--- src/rtl/uart_tx_sched_pkg.sv ---
// Shared UART transmit definitions used by the uart_tx_sched scheduler and the shift_tx shifter.
// Frame layout is 8N1, with bit 0 shifted out first.
package uart_tx_pkg;

  localparam int FRAME_WIDTH = 10;
  localparam int GAP_WIDTH = 16;
  localparam logic START_BIT = 1'b0;
  localparam logic STOP_BIT = 1'b1;
  localparam logic [FRAME_WIDTH-1:0] LINE_IDLE = 10'h3FF;

  typedef enum logic [1:0] {
    IDLE,
    LOAD,
    WAIT,
    GAP
  } sched_state_t;

  // The start bit sits in the LSB so that the shifter can simply shift right.
  function automatic logic [FRAME_WIDTH-1:0] make_frame(input logic [7:0] data);
    return {STOP_BIT, data, START_BIT};
  endfunction

endpackage

--- src/rtl/uart_tx_sched_if.sv ---
// Requester and shifter handshake bundle for uart_tx_sched.
// The master side is the scheduler; the slave side is the requesters together with the shifter.
interface uart_tx_sched_if #(
  parameter int N_REQ = 4
);
  import uart_tx_pkg::*;

  logic [N_REQ-1:0]       req;
  logic [8*N_REQ-1:0]     req_data;
  logic [N_REQ-1:0]       req_last;
  logic [N_REQ-1:0]       grant;
  logic                   tx_start;
  logic [FRAME_WIDTH-1:0] tx_frame;
  logic                   frame_sent;
  logic                   busy;

  modport master (
    input  req, req_data, req_last, frame_sent,
    output grant, tx_start, tx_frame, busy
  );

  modport slave (
    output req, req_data, req_last, frame_sent,
    input  grant, tx_start, tx_frame, busy
  );

endinterface

--- src/rtl/uart_tx_sched_rr_arbiter.sv ---
// Combinational round-robin pick for uart_tx_sched.
// Selects the first requester at or after rr_ptr, wrapping modulo N_REQ.
module rr_arbiter #(
  parameter int N_REQ = 4,
  parameter int PTR_W = $clog2(N_REQ)
) (
  input  logic [N_REQ-1:0] req,
  input  logic [PTR_W-1:0] rr_ptr,
  output logic [N_REQ-1:0] winner,
  output logic             any
);

  logic found;

  // The outer loop walks the priority order; the inner loop maps that position to a requester index.
  always_comb begin
    winner = '0;
    found  = 1'b0;
    for (int k = 0; k < N_REQ; k++) begin
      for (int i = 0; i < N_REQ; i++) begin
        if (!found && req[i] && (((int'(rr_ptr) + k) % N_REQ) == i)) begin
          winner[i] = 1'b1;
          found     = 1'b1;
        end
      end
    end
  end

  assign any = |req;

endmodule

--- src/rtl/uart_tx_sched.sv ---
// Round-robin scheduler that shares one UART shifter between N_REQ byte producers.
// Define UART_TX_SCHED_LOCK_EN to hold arbitration on one requester until its req_last byte.
module uart_tx_sched
  import uart_tx_pkg::*;
#(
  parameter int N_REQ      = 4,
  parameter int GAP_CYCLES = 0
) (
  input logic            hwclk,
  input logic            rst,
  uart_tx_sched_if.master bus
);

  localparam int PTR_W = $clog2(N_REQ);
  localparam logic [GAP_WIDTH-1:0] GAP_LOAD =
    (GAP_CYCLES > 0) ? 16'(GAP_CYCLES - 1) : 16'd0;

  sched_state_t           state;
  logic [PTR_W-1:0]       rr_ptr;
  logic [GAP_WIDTH-1:0]   gap_cnt;
  logic [FRAME_WIDTH-1:0] frame_q;
  logic                   start_q;
  logic                   busy_q;

  logic [N_REQ-1:0] rr_winner;
  logic             rr_any;
  logic [N_REQ-1:0] sel_onehot;
  logic [PTR_W-1:0] sel_idx;
  logic [PTR_W-1:0] next_ptr;
  logic [7:0]       sel_data;

  rr_arbiter #(
    .N_REQ(N_REQ),
    .PTR_W(PTR_W)
  ) u_arb (
    .req    (bus.req),
    .rr_ptr (rr_ptr),
    .winner (rr_winner),
    .any    (rr_any)
  );

`ifdef UART_TX_SCHED_LOCK_EN
  logic             lock_valid;
  logic [PTR_W-1:0] lock_idx;
  logic             lock_hit;
  logic             sel_last;

  assign lock_hit = lock_valid && bus.req[lock_idx];

  // A locked requester that is still asking overrides the rotating pick.
  always_comb begin
    sel_onehot = rr_winner;
    if (lock_hit) begin
      sel_onehot           = '0;
      sel_onehot[lock_idx] = 1'b1;
    end
  end

  always_comb begin
    sel_last = 1'b0;
    for (int i = 0; i < N_REQ; i++) begin
      if (sel_onehot[i]) begin
        sel_last = bus.req_last[i];
      end
    end
  end

  // A byte without req_last keeps the lock; if the locked requester goes quiet, the lock is dropped.
  always_ff @(posedge hwclk or posedge rst) begin
    if (rst) begin
      lock_valid <= 1'b0;
      lock_idx   <= '0;
    end else if (state == IDLE) begin
      if (rr_any) begin
        lock_valid <= !sel_last;
        lock_idx   <= sel_idx;
      end else if (lock_valid && !lock_hit) begin
        lock_valid <= 1'b0;
      end
    end
  end
`else
  logic unused_last;

  assign sel_onehot  = rr_winner;
  assign unused_last = ^bus.req_last;
`endif

  always_comb begin
    sel_idx  = '0;
    sel_data = '0;
    for (int i = 0; i < N_REQ; i++) begin
      if (sel_onehot[i]) begin
        sel_idx  = PTR_W'(i);
        sel_data = bus.req_data[8*i +: 8];
      end
    end
  end

  assign next_ptr = (int'(sel_idx) == N_REQ - 1) ? '0 : sel_idx + PTR_W'(1);

  // Grant is combinational so a request seen on the cycle IDLE is re-entered is accepted without a bubble.
  assign bus.grant = (state == IDLE && !rst) ? sel_onehot : '0;

  always_ff @(posedge hwclk or posedge rst) begin
    if (rst) begin
      state   <= IDLE;
      rr_ptr  <= '0;
      gap_cnt <= '0;
      frame_q <= LINE_IDLE;
      start_q <= 1'b0;
      busy_q  <= 1'b0;
    end else begin
      start_q <= 1'b0;
      case (state)
        IDLE: begin
          if (rr_any) begin
            frame_q <= make_frame(sel_data);
            rr_ptr  <= next_ptr;
            start_q <= 1'b1;
            busy_q  <= 1'b1;
            state   <= LOAD;
          end
        end
        LOAD: begin
          state <= WAIT;
        end
        WAIT: begin
          if (bus.frame_sent) begin
            frame_q <= LINE_IDLE;
            if (GAP_CYCLES > 0) begin
              gap_cnt <= GAP_LOAD;
              state   <= GAP;
            end else begin
              busy_q <= 1'b0;
              state  <= IDLE;
            end
          end
        end
        GAP: begin
          if (gap_cnt == '0) begin
            busy_q <= 1'b0;
            state  <= IDLE;
          end else begin
            gap_cnt <= gap_cnt - 16'd1;
          end
        end
        default: begin
          state <= IDLE;
        end
      endcase
    end
  end

  assign bus.tx_start = start_q;
  assign bus.tx_frame = frame_q;
  assign bus.busy     = busy_q;

endmodule

--- src/flat_wrapper.sv ---
// flat-port wrapper written by rule: the top's interface ports become plain ports
module uart_tx_sched_flat import uart_tx_pkg::*;
#(
  parameter int N_REQ      = 4,
  parameter int GAP_CYCLES = 0
)
  (hwclk, rst, bus_req, bus_req_data, bus_req_last, bus_frame_sent, bus_grant, bus_tx_start, bus_tx_frame, bus_busy);
  uart_tx_sched_if #(.N_REQ(N_REQ)) bus_i ();
  input logic hwclk;
  input logic rst;
  input wire logic [$bits(bus_i.req)-1:0] bus_req;
  input wire logic [$bits(bus_i.req_data)-1:0] bus_req_data;
  input wire logic [$bits(bus_i.req_last)-1:0] bus_req_last;
  input wire logic [$bits(bus_i.frame_sent)-1:0] bus_frame_sent;
  output wire logic [$bits(bus_i.grant)-1:0] bus_grant;
  output wire logic [$bits(bus_i.tx_start)-1:0] bus_tx_start;
  output wire logic [$bits(bus_i.tx_frame)-1:0] bus_tx_frame;
  output wire logic [$bits(bus_i.busy)-1:0] bus_busy;
  assign bus_i.req = bus_req;
  assign bus_i.req_data = bus_req_data;
  assign bus_i.req_last = bus_req_last;
  assign bus_i.frame_sent = bus_frame_sent;
  assign bus_grant = bus_i.grant;
  assign bus_tx_start = bus_i.tx_start;
  assign bus_tx_frame = bus_i.tx_frame;
  assign bus_busy = bus_i.busy;
  uart_tx_sched #(.N_REQ(N_REQ), .GAP_CYCLES(GAP_CYCLES)) u_core (.hwclk(hwclk), .rst(rst), .bus(bus_i));
endmodule
--- config.mk ---
export PLATFORM = sky130hd
export DESIGN_NAME = uart_tx_sched_flat
export DESIGN_NICKNAME = d
export VERILOG_FILES = /design/src/rtl/uart_tx_sched_pkg.sv /design/src/rtl/uart_tx_sched_if.sv /design/src/rtl/uart_tx_sched_rr_arbiter.sv /design/src/rtl/uart_tx_sched.sv /design/src/flat_wrapper.sv
export SDC_FILE = /design/constraint.sdc
export NUM_CORES = 1
export LEC_CHECK = 0
export ABC_AREA = 1
export CAP_MARGIN = 5
export CORE_MARGIN = 2
export CORE_UTILIZATION = 49
export DETAILED_ROUTE_END_ITERATION = 8
export GPL_ROUTABILITY_DRIVEN = 0
export PLACE_DENSITY = 0.85
export SETUP_SLACK_MARGIN = 0.15
export SYNTH_ARGS = -nofsm -noshare
export SYNTH_HDL_FRONTEND = slang
export SYNTH_HIERARCHICAL = 1
export SYNTH_SLANG_ARGS = --single-unit
--- constraint.sdc ---
create_clock -name hwclk -period 3.2 [get_ports hwclk]
set_input_delay 0.64 -clock hwclk [delete_from_list [all_inputs] [get_ports hwclk]]
set_output_delay 0.64 -clock hwclk [all_outputs]
set_load 0.1 [all_outputs]
==> impl_metrics.yaml <==
timing:
  hold_slack_ns: 0.4730
  timing_hold_violations_final: 0
  finalCritPeriodShare: 0.9157
  setup-tns-final_ns: 0
  setup_violations: 0
  setup_ws_ns: 0.2696
  slew_viol_final: 0
  grt_setup_unrepaired: "false"
  max_freq_mhz: 341.3
  fin_skew_ns: 0.003641
  fin_crit_ns: 2.930
yosys:
  syn-num-nets: 362
  yosys.area.top_type: "dfrtp_1"
  netlist_instances: 318
  yosys_warnings: 6
  ys_seq_area_frac: 0.3576
  async_reset_ff_frac: 1.000
  synthTopCellsByArea: "dfrtp_1 (25%), nand2_1 (18%), dfstp_2 (11%)"
  ys_seq_elements: 31
  ys.flop_type: "dfrtp_1"
  synth_edf_count: 0
  syn_area_per_cell_um2: 6.921
  netlist.area_leader.share: 0.2501
  synth.top_cells.by_count: "nand2_1 (104), nor2_1 (42), inv_1 (36)"
  netlist_area_um2: 2201
  synth_cell_types: 39
  yosysMostFrequentCell: "nand2_1"
clocking:
  htreeDepth: 2
  clock_latency_ns: 0.28
  clock-sinks: 31
  cts_buffers: 5
  holdBufCountCts: 0
  clk_pin_slew_ns: 0.06
  cts_tree: "built"
  clockBufferDepth: 2
  cts-root-buf: "clkbuf_8"
placement:
  portBuffers: 53
  dp_hpwl_um: 4086
  place_ws_ns: -0.04248
  place_inst: 432
  dpl_cell_area_um2: 2904
route:
  drt_iter0_markers: 218
  vias: 2272
  ant_nets: 0
  drc: 0
  via_per_inst: 5.083
  drt-wirelength-per-cell_um: 11.98
  dr.pass1.iters: 4
  wl_um: 5355
worst_setup_path:
  worst_setup_path_start_kind: "input port"
  crit_chain: "dlygate4sd2_1 > inv_2 > nor2_2 > nor2_4 > nand4_4 > nor2_4 > nand4_4 > buf_4 > nor2_1 > nor2_1 > nand2_1 > clkinv_1 > nor2_4 > buf_12"
  critPathCaptureType: "output pin"
  path_max_fanout: 3
  cp.arrival_ns: 2.29
  critical_path_class: "in2out"
  max_stage_delay_ns: 0.26
  worstRegToRegCells: 18
  r2r_slack_ns: 0.61
  timing.rr.end: "u_core/bus.tx_frame[6]"
  cpMaxStageDelayCell: "dlygate4sd2_1"
  r2r-start: "u_core/rr_ptr[1]"
  required_ns: 2.56
  crit_top_cell: "nor2_4"
die:
  fp.dieArea_um2: 5044
  num_rows: 24
  ios: 59
  die_w_um: 71.02
  die_h_um: 71.02
  start_util: 0.5055
  core_um2: 4354
final_layout:
  n_antenna_cell: 0
  drive_above_1_share: 0.2405
  multi_input_area_um2: 1260
  finalNonFillerCells: 447
  regArea_um2: 789.5
  fillers: 327
  area_growth_pct: 38.32
  final_area_um2: 3044
  layout.nets: 438
  utilization: 0.6991
global_routing:
  grt_pass1_vias: 2240
  grt_pass1_wl_um: 9377
  grt.total_usage: 0.2287
  grt_overflow: 0
  use_met3: 0.05128
  use_met2: 0.4071
  grt.met1_usage: 0.2882
  grt_antenna_before_repair: 0
  gr-max-usage-layer: "met2"
  grt_max_degree: 32
power_and_ir_drop:
  leakage_nw: 1.547
  ir_drop_v: 0.0008777
  power.total_mw: 2.793
  cellPowerDensity_nw_per_um2: 917.5
worst_hold_path:
  min_from: "u_core/bus.busy"
  worstHoldPathType: "reg2reg"
  holdPathEnd: "u_core/bus.busy"
  min_delay_path_depth: 2
status:
  status: "completed"
flow_run:
  max_cap_violations: 0
how the worst max path moves through the flow:
stage | endpoint | start | cells past startpoint | slack [ns]
2_1_floorplan | bus_grant[2] | bus_req[3] | 12 | 0.07
3_3_place_gp | bus_grant[1] | bus_req[0] | 13 | 0.005
3_5_place_dp | bus_grant[1] | bus_req[0] | 13 | -0.04
4_1_cts | bus_grant[1] | bus_req[0] | 13 | 0.16
5_1_grt | bus_grant[1] | u_core/rr_ptr[1] | 13 | 0.14
6_report | bus_grant[3] | bus_req[3] | 14 | 0.27
layer usage:
metal	routed length (um)	vias up
met5	0	-
met2	2746	79
li1	-	1158
met4	64	0
met1	2226	1027
met3	317	8
flip-flops by register name, summed over array words and instances (netlist names):
signal and cells:
u_core/bus.busy 1, u_core/bus.tx_frame 9, u_core/bus.tx_start 1, u_core/gap_cnt 16, u_core/rr_ptr 2, u_core/state 2
cells by family after synthesis:
logic type,Yosys count,share of synthesized area
xor+xnor,5,0.02331
flops,31,0.3576
buf+inv,45,0.08925
simple gates,200,0.4281
compound gates,35,0.09438
other cells,1,0.001704
fa+ha+maj,1,0.005684
repair_timing:
action,CTS,global route
endpoints found under the setup margin,4,4
resized for setup,7,8
pin swaps,6,7
setup buffers,2,5
power breakdown:
part | switching, mW | internal, mW
Combinational | 1.29 | 0.601
Clock | 0.145 | 0.148
Sequential | 0.0743 | 0.538
area by class of cell:
type,count,share of cell area
flip-flops and latches,31,0.2594
multi-input cells,242,0.4139
clock inverters,3,0.004932
inverters,39,0.04891
repair buffers,75,0.2289
well taps,52,0.02137
clock buffers,5,0.02261
worst max-delay path: cells and delay by family:
kind,cells,cell delay (ns)
buffers and inverters,5,0.79
and+or+nand+nor,9,0.84
placed cells by master (no fill, tap or decap), types with 8 or more instances in the layout:
cell / instances
nand2_1: 104
nor2_1: 37
inv_1: 35
clkdlybuf4s50_1: 34
buf_4: 33
nand3_1: 22
dfrtp_1: 20
a21oi_1: 16
dfstp_2: 9
nor2_4: 8
(Power assumes the default switching activity.)
